==> config.mk <==
export PLATFORM = sky130hd
export DESIGN_NAME = uart_out_responder
export DESIGN_NICKNAME = d
export VERILOG_FILES = /design/src/rtl/uart_out_responder_pkg.sv /design/src/rtl/uart_out_responder_tx_serializer.sv /design/src/rtl/uart_out_responder.sv
export SDC_FILE = /design/constraint.sdc
export NUM_CORES = 1
export LEC_CHECK = 0
export ABC_AREA = 0
export BUFFER_PORTS_ARGS = -buffer_cell sky130_fd_sc_hd__buf_2
export CORE_ASPECT_RATIO = 0.75
export CORE_UTILIZATION = 45
export CTS_BUF_LIST = sky130_fd_sc_hd__clkbuf_8 sky130_fd_sc_hd__clkbuf_16
export CTS_CLUSTER_SIZE = 20
export DETAILED_ROUTE_END_ITERATION = 7
export SLEW_MARGIN = 20
export SYNTH_ARGS = -nofsm -noshare
export SYNTH_HDL_FRONTEND = slang
export SYNTH_HIERARCHICAL = 1
export SYNTH_SLANG_ARGS = --single-unit
==> constraint.sdc <==
create_clock -name clk -period 2.75 [get_ports clk]
set_input_delay 0.4125 -clock clk [delete_from_list [all_inputs] [get_ports clk]]
set_output_delay 0.4125 -clock clk [all_outputs]
set_load 0.1 [all_outputs]
==> src/rtl/uart_out_responder_pkg.sv <==
// Shared constants and types for the core output-request UART responder.
// Also holds the register width and UART framing constants used across the core.
package uart_out_responder_pkg;

   localparam int REG_W            = 32;
   localparam int UART_DATA_W      = 8;
   localparam int UART_FRAME_BITS  = 10;
   localparam int UART_DEFAULT_CPB = 868;

   typedef enum logic [1:0] {
      TX_IDLE,
      TX_START,
      TX_DATA,
      TX_STOP
   } tx_state_e;

endpackage

==> src/rtl/uart_out_responder_tx_serializer.sv <==
// 8N1 UART transmitter: frames one byte per start pulse, LSB first.
// txd comes straight from a flop loaded with the value for the next state.
module uart_tx_serializer
   import uart_out_responder_pkg::*;
#(
   parameter int CLK_PER_BIT = UART_DEFAULT_CPB
) (
   input  logic                   clk,
   input  logic                   rstn,
   input  logic [UART_DATA_W-1:0] byte_in,
   input  logic                   start,
   output logic                   ready,
   output logic                   txd
);

   localparam int CNT_W = $clog2(CLK_PER_BIT);
   localparam int IDX_W = $clog2(UART_DATA_W);

   tx_state_e              state_q, state_d;
   logic [CNT_W-1:0]       cnt_q, cnt_d;
   logic [IDX_W-1:0]       idx_q, idx_d;
   logic [UART_DATA_W-1:0] shift_q, shift_d;
   logic                   txd_q, txd_d;
   logic                   last_tick;

   assign last_tick = (cnt_q == CNT_W'(CLK_PER_BIT - 1));

   always_ff @(posedge clk) begin
      if (!rstn) begin
         state_q <= TX_IDLE;
         cnt_q   <= '0;
         idx_q   <= '0;
         shift_q <= '0;
         txd_q   <= 1'b1;
      end else begin
         state_q <= state_d;
         cnt_q   <= cnt_d;
         idx_q   <= idx_d;
         shift_q <= shift_d;
         txd_q   <= txd_d;
      end
   end

   always_comb begin
      state_d = state_q;
      cnt_d   = cnt_q;
      idx_d   = idx_q;
      shift_d = shift_q;
      case (state_q)
         TX_IDLE: begin
            if (start) begin
               state_d = TX_START;
               cnt_d   = '0;
               shift_d = byte_in;
            end
         end
         TX_START: begin
            if (last_tick) begin
               state_d = TX_DATA;
               cnt_d   = '0;
               idx_d   = '0;
            end else begin
               cnt_d = cnt_q + CNT_W'(1);
            end
         end
         TX_DATA: begin
            if (last_tick) begin
               cnt_d   = '0;
               shift_d = shift_q >> 1;
               if (idx_q == IDX_W'(UART_DATA_W - 1)) begin
                  state_d = TX_STOP;
               end else begin
                  idx_d = idx_q + IDX_W'(1);
               end
            end else begin
               cnt_d = cnt_q + CNT_W'(1);
            end
         end
         TX_STOP: begin
            if (last_tick) begin
               state_d = TX_IDLE;
               cnt_d   = '0;
            end else begin
               cnt_d = cnt_q + CNT_W'(1);
            end
         end
         default: state_d = TX_IDLE;
      endcase
   end

   // Line level is decided from the next state so txd changes on the same edge as the FSM.
   always_comb begin
      ready = (state_q == TX_IDLE);
      case (state_d)
         TX_START: txd_d = 1'b0;
         TX_DATA:  txd_d = shift_d[0];
         default:  txd_d = 1'b1;
      endcase
   end

   assign txd = txd_q;

endmodule

==> src/rtl/uart_out_responder.sv <==
// Responder for the core's out_req/out_data/out_busy port: byte FIFO feeding a UART
// transmitter, with early busy back-pressure and a sticky overflow flag.
module uart_out_responder
   import uart_out_responder_pkg::*;
#(
   parameter int CLK_PER_BIT = UART_DEFAULT_CPB,
   parameter int FIFO_DEPTH  = 16,
   parameter int BUSY_MARGIN = 2
) (
   input  logic             clk,
   input  logic             rstn,
   input  logic             out_req,
   input  logic [REG_W-1:0] out_data,
   output logic             out_busy,
   output logic             txd,
   output logic             tx_active,
   output logic             overflow
);

   localparam int PTR_W = $clog2(FIFO_DEPTH);
   localparam int CNT_W = PTR_W + 1;
   localparam logic [CNT_W-1:0] FULL_LVL = CNT_W'(FIFO_DEPTH);
   localparam logic [CNT_W-1:0] BUSY_LVL = CNT_W'(FIFO_DEPTH - BUSY_MARGIN);

   logic [UART_DATA_W-1:0] mem_q [FIFO_DEPTH];
   logic [PTR_W-1:0]       wr_ptr_q, wr_ptr_d;
   logic [PTR_W-1:0]       rd_ptr_q, rd_ptr_d;
   logic [CNT_W-1:0]       count_q, count_d;
   logic                   busy_q, busy_d;
   logic                   ovf_q, ovf_d;
   logic                   ser_ready;
   logic                   pop;
   logic                   push_ok;
   logic                   unused_data;

   assign unused_data = ^out_data[REG_W-1:UART_DATA_W];

   // A push at full is still accepted when the serializer frees a slot in the same cycle.
   assign pop     = ser_ready && (count_q != '0);
   assign push_ok = out_req && ((count_q != FULL_LVL) || pop);

   always_comb begin
      wr_ptr_d = wr_ptr_q + PTR_W'(push_ok);
      rd_ptr_d = rd_ptr_q + PTR_W'(pop);
      count_d  = count_q + CNT_W'(push_ok) - CNT_W'(pop);
      busy_d   = (count_d >= BUSY_LVL);
      ovf_d    = ovf_q | (out_req & ~push_ok);
   end

   always_ff @(posedge clk) begin
      if (!rstn) begin
         wr_ptr_q <= '0;
         rd_ptr_q <= '0;
         count_q  <= '0;
         busy_q   <= 1'b0;
         ovf_q    <= 1'b0;
      end else begin
         wr_ptr_q <= wr_ptr_d;
         rd_ptr_q <= rd_ptr_d;
         count_q  <= count_d;
         busy_q   <= busy_d;
         ovf_q    <= ovf_d;
      end
   end

   always_ff @(posedge clk) begin
      if (push_ok) begin
         mem_q[wr_ptr_q] <= out_data[UART_DATA_W-1:0];
      end
   end

   uart_tx_serializer #(
      .CLK_PER_BIT(CLK_PER_BIT)
   ) u_serializer (
      .clk    (clk),
      .rstn   (rstn),
      .byte_in(mem_q[rd_ptr_q]),
      .start  (pop),
      .ready  (ser_ready),
      .txd    (txd)
   );

   assign out_busy  = busy_q;
   assign overflow  = ovf_q;
   assign tx_active = ~ser_ready | (count_q != '0);

endmodule

==> results.toml <==
[outcome]
status = "completed"

[floorplan]
rows = 38
start_util_pct = 47.1
io_pins = 39
dieArea_um2 = 16000
die_y_um = 110
core_um2 = 14800
die_x_um = 146

[drt]
wl_met1_um = 6940
first_iter_violations = 323
highest_layer = "met4"
num_vias = 3974
firstDrtPassIters = 7
drt-total-wl_um = 14500
drc = 0
viasPerCell = 5.73
routedWlPerCell_um = 20.9
ant_nets = 0
wl_met3_um = 747
met2WireLength_um = 6670

[clock_tree]
htree_levels = 4
cts_hold_buf = 0
cts_tree = "built"
root_buffer = "clkbuf_16"
numCtsBuffers = 17
cts.sinks = 167
post_cts_buffers = 0
clock_latency_ns = 0.42
cts.clk_slew.worst_paths_ns = 0.07
cts_resized = 0
cts_buffer_depth = 2

[layout]
fin_nets = 531
diodes = 0
fill_cells = 1206
final_cells = 694
layout_common_cells = "128 x edfxtp_1, 38 x dfxtp_1, 29 x nand2_1"
final_common_cell = "edfxtp_1"
syn_to_final_growth_pct = 14.5
drive_above_1_share_pct = 22.3

[sta]
fin_skew_ns = 0.00809
finalHoldViolCount = 0
setup_viol = 0
fin_crit_sh_pct = 87.9
final.setup.tns_ns = 0
rsz0062_at_grt = "no"
period_needed_ns = 2.42
tightest_slew_ns = 0.874
fmax_ghz = 0.414
relSlewSlack_pct = 41.6
slew_viol_final = 0
whs_ns = 0.359

[grt]
grt.total_usage_pct = 19.6
grt-ovfl-total = 0
grt_pass1_vias = 3976
grt_pass1_wl_um = 22400
grt_start_max_net_pins = 35
antenna_found_initial = 0

[logic_synthesis]
synth_edf_count = 128
ys_types = 57
synth_fp_nets = 489
synth.avg_cell_area_um2 = 15.8
seq_area_frac_synth_pct = 66.5
synth-async-reset-ratio_pct = 0
synth_seq_cells = 167
yosysWarnings = 6
synth_area_um2 = 6960
syn_inst = 440
synthFlopType = "edfxtp_1"

[pwr]
leakage_nw = 2.76
power_mw = 6.86
switching_share_pct = 29.5
comb_power_share_pct = 24.6
power.switching_mw = 2.02
power_density_nw_per_um2 = 861
pwr-share-seq_pct = 43.7
p_int_mw = 4.84
clock_power_share_pct = 31.7
peakVddDrop_mv = 0.470

[critical_path]
cp-startpoint = "rd_ptr_q[0]"
critPathRequiredTime_ns = 3.03
cp_slowest_cell = "dfxtp_2"
worstReg2RegStart = "rd_ptr_q[0]"
worst-setup-path-type = "reg -> reg"
critPathMaxStageDelay_ns = 0.63
critPathLaunchType = "register"
arrival_ns = 2.69
cp-end-kind = "register"
path_max_fanout = 12
r2r-end = "u_serializer/shift_q[4]"
path_common_cell = "a22oi_1"
r2r_slack_ns = 0.33
reg2regPathDepth = 6
worstPathCellList = "buf_4 > mux4_1 > a22oi_1 > nand2_1 > a22oi_1 > a21oi_1"

[placed_design]
port_buffers = 14
dpl.cell_count = 663
dp.final_hpwl_um = 9380
routabilityCongestion = 0.778

[min_path]
hold_end = "overflow"
min_path_cells = 4
hold_path_class = "in -> reg"
hp-start = "out_req"

[flow_run]
cap_violations = 0
[flip-flops by register name, summed over array words and instances, names as in the netlist]
name / cells
u_serializer/state_q: 2
wr_ptr_q: 4
u_serializer/shift_q: 8
u_serializer/cnt_q: 10
u_serializer/idx_q: 3
mem_q: 128
u_serializer/txd: 1
count_q: 5
overflow: 1
rd_ptr_q: 4
out_busy: 1
[cells by family (layout without fill, tap and decap cells)]
kind of cell | count (synthesis) | count (layout) | share of synthesized area (%)
buffers and inverters | 29 | 83 | 2.30
and+or+nand+nor | 128 | 128 | 10.2
adders and majority gates | 14 | 14 | 2.63
DFF | 167 | 167 | 66.5
AOI/OAI and AO/OA | 61 | 61 | 6.20
xor gates and xnor gates | 8 | 8 | 1.01
muxes | 33 | 33 | 11.3
[stage by stage]
stage	utilization [%]	setup WS, ns	cell area, µm²
after detailed placement	50.3	0.282	7430
after floorplan	-	0.0460	6960
after CTS	53.9	0.288	7970
after global routing	53.9	0.152	7970
final	53.9	0.333	7970
after global placement	50.3	0.349	7430
[how the worst max path moves through the flow]
stage / slack, ns / cells past startpoint / endpoint
finish: 0.33 / 6 / u_serializer/shift_q[4]
global route: 0.15 / 6 / u_serializer/shift_q[4]
CTS: 0.29 / 6 / u_serializer/shift_q[4]
detailed placement: 0.28 / 6 / u_serializer/shift_q[4]
global placement: 0.35 / 6 / u_serializer/shift_q[4]
floorplan: 0.05 / 13 / out_busy
[per-layer routing]
metal,up-vias,global-route usage (%)
li1,1829,-
met1,2030,27.5
met2,104,30.8
met3,11,3.98
met4,0,6.54
met5,-,0
[power groups by stage]
stage	Combinational [mW]	Sequential [mW]	Clock [mW]
detailed placement	1.70	3.06	0
CTS	1.70	3.00	2.21
floorplan	1.23	3.08	0
global placement	1.65	3.05	0
finish	1.69	3.00	2.17
global route	1.86	3.02	2.31
[synth_stat cells (2+ instances only)]
master           number  share of area (%)
edfxtp_1            128                 55
dfxtp_1              39                 11
nand2_1              29                1.6
a22oi_1              23                2.5
nor2_1               21                1.1
mux4_2               18                5.8
a21oi_1              17                1.2
nor3_1               15                1.1
mux4_1               14                5.3
and2_1               13                1.2
ha_1                 13                2.3
inv_1                 9               0.49
clkbuf_1              8               0.43
nor4_1                8               0.72
nand2b_1              7               0.63
buf_2                 5               0.36
nor2b_1               5               0.45
a311oi_1              4               0.50
nand3_1               4               0.29
nand4_1               4               0.36
o211a_1               4               0.58
xnor2_1               4               0.50
xor2_1                4               0.50
buf_6                 3               0.49
clkdlybuf4s25_2       3               0.43
and3_2                2               0.22
nor3b_1               2               0.22
o211ai_1              2               0.22
o21bai_1              2               0.22
or2_2                 2               0.18
or3_1                 2               0.18
[worst max-delay path: cells and delay by family (launching register included)]
family          cells  cell delay (ns)
compound gates      3             0.60
buf+inv             1             0.31
mux                 1             0.60
simple gates        1             0.12
flops               1             0.63
[area by class of cell]
type | count | area [µm²] | share of cell area, %
clock inverters | 14 | 113 | 1.41
repair buffers | 43 | 300 | 3.77
inverters | 9 | 33.8 | 0.424
flip-flops and latches | 167 | 4630 | 58.0
clock buffers | 17 | 425 | 5.34
well taps | 200 | 250 | 3.14
multi-input cells | 244 | 2220 | 27.9
Power figures use the tool's default switching activity.
